==> src/rtl/signmag_operand_sequencer.sv <==
// Sign-magnitude add/subtract/compare front end: collects A then B+op, holds result until taken.
// Optional: define SIGNMAG_SATURATE_EN to clamp overflowed magnitudes to all-ones.
module signmag_operand_sequencer #(
  parameter int W     = 4,
  parameter int CNT_W = 8
) (
  input  logic             clk,
  input  logic             rst_n,
  input  logic             in_valid,
  output logic             in_ready,
  input  logic             in_sign,
  input  logic [W-1:0]     in_mag,
  input  logic             in_op,
  input  logic             in_clear,
  output logic             out_valid,
  input  logic             out_ready,
  output logic             out_sign,
  output logic [W-1:0]     out_mag,
  output logic             out_of,
  output logic             out_eq,
  output logic             out_lt,
  output logic [CNT_W-1:0] op_count
);

  // state | meaning
  // S_A   | waiting for operand A beat
  // S_B   | A latched, waiting for operand B + op beat
  // S_OUT | result registered, waiting for consumer handoff
  localparam logic [1:0] S_A   = 2'd0;
  localparam logic [1:0] S_B   = 2'd1;
  localparam logic [1:0] S_OUT = 2'd2;

  logic [1:0]          state;
  logic                a_sign;
  logic [W-1:0]        a_mag;
  logic                accept;
  logic                handoff;

  logic                b_eff;
  logic [W:0]          sum;
  logic                r_sign;
  logic [W-1:0]        r_mag;
  logic                r_of;
  logic signed [W+1:0] a_val;
  logic signed [W+1:0] b_val;

  assign in_ready  = (state != S_OUT);
  assign out_valid = (state == S_OUT);
  assign accept    = in_valid & in_ready;
  assign handoff   = out_valid & out_ready;

  always_comb begin
    b_eff = in_sign ^ ~in_op;
    if (a_sign == b_eff) begin
      sum    = {1'b0, a_mag} + {1'b0, in_mag};
      r_sign = a_sign;
    end else if (a_mag >= in_mag) begin
      sum    = {1'b0, a_mag} - {1'b0, in_mag};
      r_sign = a_sign;
    end else begin
      sum    = {1'b0, in_mag} - {1'b0, a_mag};
      r_sign = b_eff;
    end
    // a zero result is always reported as +0
    if (sum == '0) r_sign = 1'b0;
    r_of = sum[W];
`ifdef SIGNMAG_SATURATE_EN
    r_mag = r_of ? {W{1'b1}} : sum[W-1:0];
`else
    r_mag = sum[W-1:0];
`endif
    // compare on the original operands, so op does not affect eq/lt
    a_val = a_sign  ? -$signed({2'b00, a_mag})  : $signed({2'b00, a_mag});
    b_val = in_sign ? -$signed({2'b00, in_mag}) : $signed({2'b00, in_mag});
  end

  always_ff @(posedge clk or negedge rst_n) begin
    if (!rst_n) begin
      state    <= S_A;
      a_sign   <= 1'b0;
      a_mag    <= '0;
      out_sign <= 1'b0;
      out_mag  <= '0;
      out_of   <= 1'b0;
      out_eq   <= 1'b0;
      out_lt   <= 1'b0;
      op_count <= '0;
    end else begin
      case (state)
        S_A: begin
          if (in_clear) begin
            a_sign <= 1'b0;
            a_mag  <= '0;
          end else if (accept) begin
            a_sign <= in_sign;
            a_mag  <= in_mag;
            state  <= S_B;
          end
        end
        S_B: begin
          if (in_clear) begin
            a_sign <= 1'b0;
            a_mag  <= '0;
            state  <= S_A;
          end else if (accept) begin
            out_sign <= r_sign;
            out_mag  <= r_mag;
            out_of   <= r_of;
            out_eq   <= (a_val == b_val);
            out_lt   <= (a_val < b_val);
            state    <= S_OUT;
          end
        end
        S_OUT: begin
          if (handoff) begin
            op_count <= op_count + 1'b1;
            state    <= S_A;
          end
        end
        default: state <= S_A;
      endcase
    end
  end

endmodule
==> config.mk <==
export PLATFORM = sky130hd
export DESIGN_NAME = signmag_operand_sequencer
export DESIGN_NICKNAME = d
export VERILOG_FILES = /design/src/rtl/signmag_operand_sequencer.sv
export SDC_FILE = /design/constraint.sdc
export NUM_CORES = 1
export LEC_CHECK = 0
export ABC_AREA = 1
export CORE_MARGIN = 4
export CORE_UTILIZATION = 40
export CTS_BUF_LIST = sky130_fd_sc_hd__clkbuf_8
export CTS_CLUSTER_DIAMETER = 30
export DETAILED_ROUTE_END_ITERATION = 8
export PLACE_DENSITY_LB_ADDON = 0.1
export SLEW_MARGIN = 20
export SYNTH_ARGS = -nofsm -noshare
export SYNTH_HDL_FRONTEND = slang
export SYNTH_SLANG_ARGS = --single-unit
==> constraint.sdc <==
create_clock -name clk -period 2.5 [get_ports clk]
set_clock_uncertainty 0.05 [all_clocks]
set_input_delay 0.5 -clock clk [delete_from_list [all_inputs] [get_ports clk]]
set_output_delay 0.5 -clock clk [all_outputs]
set_load 0.05 [all_outputs]
==> results of run 1 <==
==> state kept, by name, summed over array words and instances (netlist names) <==
register	count
out_lt	1
out_eq	1
out_of	1
out_sign	1
state	2
a_mag	4
op_count	8
a_sign	1
out_mag	4
==> worst min-delay path by stage <==
stage                            startpoint                       to  cells past startpoint
floorplan                             rst_n     a_mag[0]$_DFFE_PN0P_                      0
global placement    op_count[7]$_DFFE_PN0P_  op_count[7]$_DFFE_PN0P_                      1
detailed placement  op_count[7]$_DFFE_PN0P_  op_count[7]$_DFFE_PN0P_                      1
CTS                 op_count[7]$_DFFE_PN0P_  op_count[7]$_DFFE_PN0P_                      1
global route        op_count[7]$_DFFE_PN0P_  op_count[7]$_DFFE_PN0P_                      1
finish              op_count[7]$_DFFE_PN0P_  op_count[7]$_DFFE_PN0P_                      1
==> Yosys cell counts, drive strengths merged, types with 2 or more instances <==
cell	number	area share
nand2	48	0.12
buf	2	0.010
xnor2	4	0.019
xor2	10	0.047
dfrtp	23	0.31
fa	3	0.032
o21ai	13	0.035
ha	20	0.13
nand3	24	0.070
a31oi	5	0.017
or2	2	0.0067
nor3	2	0.0080
nor2	21	0.049
a21oi	11	0.041
inv	34	0.068
==> cells by family after synthesis <==
group | Yosys count | share of synthesized area
flops | 23 | 0.308
simple gates | 98 | 0.254
xor+xnor | 14 | 0.0655
buf+inv | 37 | 0.0809
mux | 1 | 0.00602
fa+ha+maj | 23 | 0.166
compound gates | 35 | 0.120
==> cell type report <==
| cell class | instances | area share |
|---|---|---|
| multi-input combinational | 171 | 0.468 |
| timing repair buffer | 56 | 0.201 |
| clock buffer | 3 | 0.0167 |
| sequential | 23 | 0.233 |
| inverter | 35 | 0.0537 |
| tap | 52 | 0.0263 |
| clock inverter | 1 | 0.00152 |
==> routing by layer <==
layer  up-vias  global-route usage  part of all wire
li1        867                   -                 -
met1       692               0.192              0.49
met2        21               0.248              0.47
met3         4              0.0236             0.027
met4         0              0.0380            0.0091
met5         -                   0                 0
==> where the power goes <==
group	internal, mW	switching [mW]
Sequential	0.456	0.0686
Combinational	0.379	0.584
Clock	0.110	0.124
Total	0.945	0.776
==> what timing repair did <==
item	in CTS	in global routing
buffers inserted	0	0
setup endpoints to repair	0	2
gates resized for setup	0	7
==> per-stage QoR <==
stage               hold WS, ps  TNS [ps]   util
global placement            415      -652  0.542
finish                      420         0  0.556
detailed placement          413      -730  0.542
global route                436         0  0.556
CTS                         427         0  0.552
floorplan                   154         0      -
==> impl_metrics.env, run 1 <==
export IMPL_crit_path_end_kind="flop"
export IMPL_worst_hold_path_type="reg -> reg"
export IMPL_cp_buffers_inverters=3
export IMPL_initialDrtViolationCount=49
export IMPL_floorplan_die_height_um=76.4
export IMPL_worstSetupStartpoint="in_mag[2]"
export IMPL_root_buffer="sky130_fd_sc_hd__clkbuf_8"
export IMPL_hold_buffers_post_cts=0
export IMPL_cp_top_family="buffers and inverters"
export IMPL_drc=0
export IMPL_synth_warnings=0
export IMPL_slew_headroom=0.663
export IMPL_port_buffers=28
export IMPL_area_growth_from_synthesis_to_layout_pct=32.1
export IMPL_crit_chain="clkdlybuf4s50_1 -> inv_1 -> buf_4 -> or2_2 -> a22oi_2 -> ha_1 -> nand2_1 -> nor2_1 -> nand3_1 -> o2111ai_1 -> xnor2_1 -> o21ai_1"
export IMPL_core_area_mm2=0.00444
export IMPL_top_level_ports=29
export IMPL_start_util=0.421
export IMPL_synth_top_flop_cell="sky130_fd_sc_hd__dfrtp_1"
export IMPL_total_power_mw=1.72
export IMPL_reg2reg_setup_slack_ps=320
export IMPL_power_leakage_nw=1.27
export IMPL_setup_worst_path_start_class="input port"
export IMPL_post_route_cells_drive_above_1_share=0.208
export IMPL_die_w_um=76.4
export IMPL_vias_per_cell=4.65
export IMPL_antenna_found_initial=0
export IMPL_timing_critical_path_slowest_stage_cell="sky130_fd_sc_hd__clkdlybuf4s50_1"
export IMPL_synth_net_count=265
export IMPL_multi_input_combinational_cell_area_mm2=0.00116
export IMPL_depth_of_the_worst_register_to_register_path=12
export IMPL_worstReg2RegStart="a_mag[1]$_DFFE_PN0P_"
export IMPL_groute_usage_overall=0.146
export IMPL_clk_pin_slew_ps=90
export IMPL_routabilityCongestion=0.855
export IMPL_cp_arrival_ps=2410
export IMPL_final_max_slew_viol_count=0
export IMPL_syn_cell_area_mm2=0.00187
export IMPL_drt_first_pass_iters=4
export IMPL_layout_commonest_cell="sky130_fd_sc_hd__nand2_1"
export IMPL_power_ir_vdd_worst_mv=0.378
export IMPL_final_seq_area_um2=576
export IMPL_tritoncts_sinks=23
export IMPL_layout_nets=324
export IMPL_layout_setup_ws_ps=194
export IMPL_detailed_place_hpwl_mm=3.46
export IMPL_tritoncts_num_buffers=3
export IMPL_critical_path_reg2reg_endpoint="out_lt$_DFFE_PN0P_"
export IMPL_tritoncts="yes"
export IMPL_placement_cell_area_mm2=0.00241
export IMPL_cell_rows=24
export IMPL_dp_cells=337
export IMPL_grt_first_pass_wirelength_mm=6.88
export IMPL_maximum_number_of_pins_on_one_net_before_global_route_repair=24
export IMPL_final_hold_viol_count=0
export IMPL_max_slew_worst_pin_slew_ps=504
export IMPL_antennaDiodeCount=0
export IMPL_clock_insertion_delay_worst_skew_ps=270
export IMPL_min_period_over_period=0.923
export IMPL_final_cell_area_mm2=0.00247
export IMPL_antenna_left=0
export IMPL_ctsLongestPathBuffers=2
export IMPL_post_synth_num_cell_types=35
export IMPL_critPathMaxStageDelay_ps=480
export IMPL_total_number_of_vias=1584
export IMPL_htree_num_levels=1
export IMPL_setup_violations_final=0
export IMPL_critical_path_cell_count=12
export IMPL_area_enclosed_by_the_die_boundary_mm2=0.00583
export IMPL_totalWireLength_mm=4.17
export IMPL_overflow_left_after_global_routing=0
export IMPL_ys_seq_elements=23
export IMPL_number_of_enable_type_register_cells_in_the_synthesized_netlist=0
export IMPL_crit_path_end="out_lt$_DFFE_PN0P_"
export IMPL_grt_setup_unrepaired="false"
export IMPL_via_count_of_the_first_global_routing_pass=1485
export IMPL_layout_cells_non_filler=341
export IMPL_commonest_cells_after_routing_fill_and_taps_aside="38 x sky130_fd_sc_hd__nand2_1, 30 x sky130_fd_sc_hd__inv_1, 28 x sky130_fd_sc_hd__buf_4"
export IMPL_post_synthesis_average_cell_area_um2=8.10
export IMPL_path_max_fanout=3
export IMPL_timing_critical_path_required_ps=2610
export IMPL_fillers=411
export IMPL_async_reset_ff_frac=1.00
export IMPL_criticalPathCategory="in -> reg"
export IMPL_final_min_clock_period_ps=2310
export IMPL_fmax_ghz=0.434
export IMPL_total_of_max_cap_violations=0
export IMPL_power_density_mw_per_mm2=697
export IMPL_wl_per_cell_um=12.2
export IMPL_placement_setup_worst_slack_ps=-233
export IMPL_syn_instance_count=231
export IMPL_outcome="complete, no violations"
export IMPL_synth_seq_area_share=0.308
(Power assumes the default switching activity.)
==> run 2: changes to the inputs <==
PLACE_DENSITY_LB_ADDON = unset   (was 0.1)
==> run 2 against run 1 <==
Die area stayed put. Power up 0.28%. Cell area rose by 0.51%. Flip-flop and latch count did not move. Setup slack better by 51 ps. Global-route usage grew 0.68 points. Final cell count unchanged. First-iteration DRC count is 24% lower. Clock power hardly changed. Critical path type unchanged. Largest power group unchanged.
==> impl_metrics.env, run 2 (synthesized netlist as in run 1, its figures left out) <==
export IMPL_outcome="complete, no violations"
export IMPL_top_level_ports=29
export IMPL_die_w_um=76.4
export IMPL_layout_commonest_cell="sky130_fd_sc_hd__nand2_1"
export IMPL_critical_path_cell_count=16
export IMPL_cts_setup_buffers=0
export IMPL_cp_common_cell="sky130_fd_sc_hd__nand2_1"
export IMPL_routabilityCongestion=0.853
export IMPL_floorplan_die_height_um=76.4
export IMPL_totalWireLength_mm=4.14
export IMPL_timing_critical_path_required_ps=2610
export IMPL_port_buffers=28
export IMPL_commonest_cells_after_routing_fill_and_taps_aside="38 x sky130_fd_sc_hd__nand2_1, 30 x sky130_fd_sc_hd__inv_1, 28 x sky130_fd_sc_hd__buf_4"
export IMPL_via_count_of_the_first_global_routing_pass=1527
export IMPL_slew_headroom=0.664
export IMPL_largest_register_ff_count=8
export IMPL_fmax_ghz=0.443
export IMPL_area_growth_from_synthesis_to_layout_pct=32.8
export IMPL_area_enclosed_by_the_die_boundary_mm2=0.00583
export IMPL_final_max_slew_viol_count=0
export IMPL_tritoncts="yes"
export IMPL_placement_setup_worst_slack_ps=-247
export IMPL_criticalPathCategory="in -> reg"
export IMPL_clk_pin_slew_ps=80
export IMPL_layout_setup_ws_ps=244
export IMPL_switching_share=0.450
export IMPL_clock_insertion_delay_worst_skew_ps=270
export IMPL_overflow_left_after_global_routing=0
export IMPL_post_route_cells_drive_above_1_share=0.218
export IMPL_total_number_of_vias=1608
export IMPL_cp_arrival_ps=2370
export IMPL_start_util=0.421
export IMPL_grt_first_pass_wirelength_mm=7.27
export IMPL_hold_buffers_post_cts=0
export IMPL_share_of_the_core_filled_with_cells=0.559
export IMPL_final_hold_viol_count=0
export IMPL_critPathMaxStageDelay_ps=470
export IMPL_max_slew_worst_pin_slew_ps=502
export IMPL_tritoncts_sinks=23
export IMPL_antenna_found_initial=0
export IMPL_cell_rows=24
export IMPL_final_min_clock_period_ps=2260
export IMPL_layout_nets=324
export IMPL_holdPathStages=1
export IMPL_clock_power_share=0.135
export IMPL_power_ir_vdd_worst_mv=0.400
export IMPL_timing_critical_path_slowest_stage_cell="sky130_fd_sc_hd__clkdlybuf4s50_1"
export IMPL_share_comb_of_total_power=0.563
export IMPL_grt_setup_unrepaired="false"
export IMPL_ctsLongestPathBuffers=2
export IMPL_tritoncts_num_buffers=3
export IMPL_top_register="op_count"
export IMPL_maximum_number_of_pins_on_one_net_before_global_route_repair=24
export IMPL_detailed_place_hpwl_mm=3.44
export IMPL_vias_per_cell=4.72
export IMPL_core_area_mm2=0.00444
export IMPL_setup_violations_final=0
export IMPL_dp_cells=337
export IMPL_root_buffer="sky130_fd_sc_hd__clkbuf_8"
export IMPL_antennaDiodeCount=0
export IMPL_groute_usage_overall=0.153
export IMPL_depth_of_the_worst_register_to_register_path=12
export IMPL_path_max_fanout=7
export IMPL_min_period_over_period=0.902
export IMPL_cp_buffers_inverters=3
export IMPL_total_of_max_cap_violations=0
export IMPL_htree_num_levels=1
export IMPL_layout_cells_non_filler=341
export IMPL_antenna_left=0
export IMPL_worst_hold_path_type="reg -> reg"
export IMPL_cp_top_family="simple AND/OR/NAND/NOR gates"
export IMPL_net_switching_power_figure_mw=0.776
export IMPL_drc=0
export IMPL_largest_registers="op_count: 8 flops, a_mag: 4 flops, out_mag: 4 flops"
export IMPL_sequential_cell_fraction_of_total_power=0.302
export IMPL_setup_worst_path_start_class="input port"
export IMPL_power_leakage_nw=1.28
export IMPL_initialDrtViolationCount=37
export IMPL_crit_chain="clkdlybuf4s50_1 -> inv_1 -> ha_2 -> nand2_2 -> clkinv_2 -> nand2_2 -> nand2_4 -> nand2_4 -> nand2_2 -> nand2_1 -> nand3_1 -> nand2_1 -> nor2_1 -> nand2_1 -> nand2_1 -> nand2_1"
export IMPL_drt_first_pass_iters=4
export IMPL_wl_per_cell_um=12.1
export IMPL_crit_path_end_kind="flop"
export IMPL_power_density_mw_per_mm2=695
export IMPL_power_report_internal_total_mw=0.950
run 2: final timing paths:
path | slack, ps | end | start
worst max-delay path | 240 | out_sign$_DFFE_PN0P_ | in_mag[2]
worst min-delay path | 440 | op_count[7]$_DFFE_PN0P_ | op_count[7]$_DFFE_PN0P_
worst max register to register | 400 | out_lt$_DFFE_PN0P_ | a_mag[0]$_DFFE_PN0P_
worst min register to register | 440 | op_count[7]$_DFFE_PN0P_ | op_count[7]$_DFFE_PN0P_
max in group asynchronous | 1630 | op_count[0]$_DFFE_PN0P_ | rst_n
min in group asynchronous | 540 | out_mag[3]$_DFFE_PN0P_ | rst_n
run 2: metal layers:
layer | global-route usage | wire (um) | vias up
met5 | 0 | 0 | -
met4 | 0.0272 | 25 | 0
met3 | 0.0319 | 184 | 5
met2 | 0.249 | 1900 | 28
met1 | 0.211 | 2020 | 707
li1 | - | - | 868
run 2: power by group through the flow:
stage	sequential (mW)	clock [mW]	combinational, mW
CTS	0.525	0.243	0.970
global placement	0.531	0	0.960
global route	0.542	0.256	1.06
floorplan	0.782	0	0.374
detailed placement	0.532	0	0.966
finish	0.522	0.233	0.971
run 2: repair_timing:
item                                   in CTS  in global routing
endpoints found under the hold margin       0                  0
setup endpoints to repair                   0                  2
resized for setup                           0                  9
run 2: through the flow:
step	instance area [um^2]	TNS [ps]	hold slack [ps]	power (mW)
floorplan	1870	0	154	1.16
global placement	2410	-685	410	1.49
detailed placement	2410	-763	429	1.50
CTS	2450	0	450	1.74
global route	2480	0	475	1.86
finish	2480	0	437	1.73
run 2: final cells by class:
type / instances / area [um^2]
timing repair buffer: 56 / 495
multi-input combinational: 171 / 1170
fill: 439 / 1960
sequential: 23 / 576
inverter: 35 / 133
tap: 52 / 65.1
clock buffer: 3 / 41.3
clock inverter: 1 / 5.00
run 2: worst register-to-register path, delay by kind of cell (launching register included):
kind | cells | cell delay (ps)
AO/OA/AOI/OAI | 2 | 160
XOR/XNOR | 2 | 290
adder cells (fa/ha/maj) | 2 | 490
buffers and inverters | 2 | 150
flip-flops | 1 | 420
AND/OR/NAND/NOR | 4 | 420
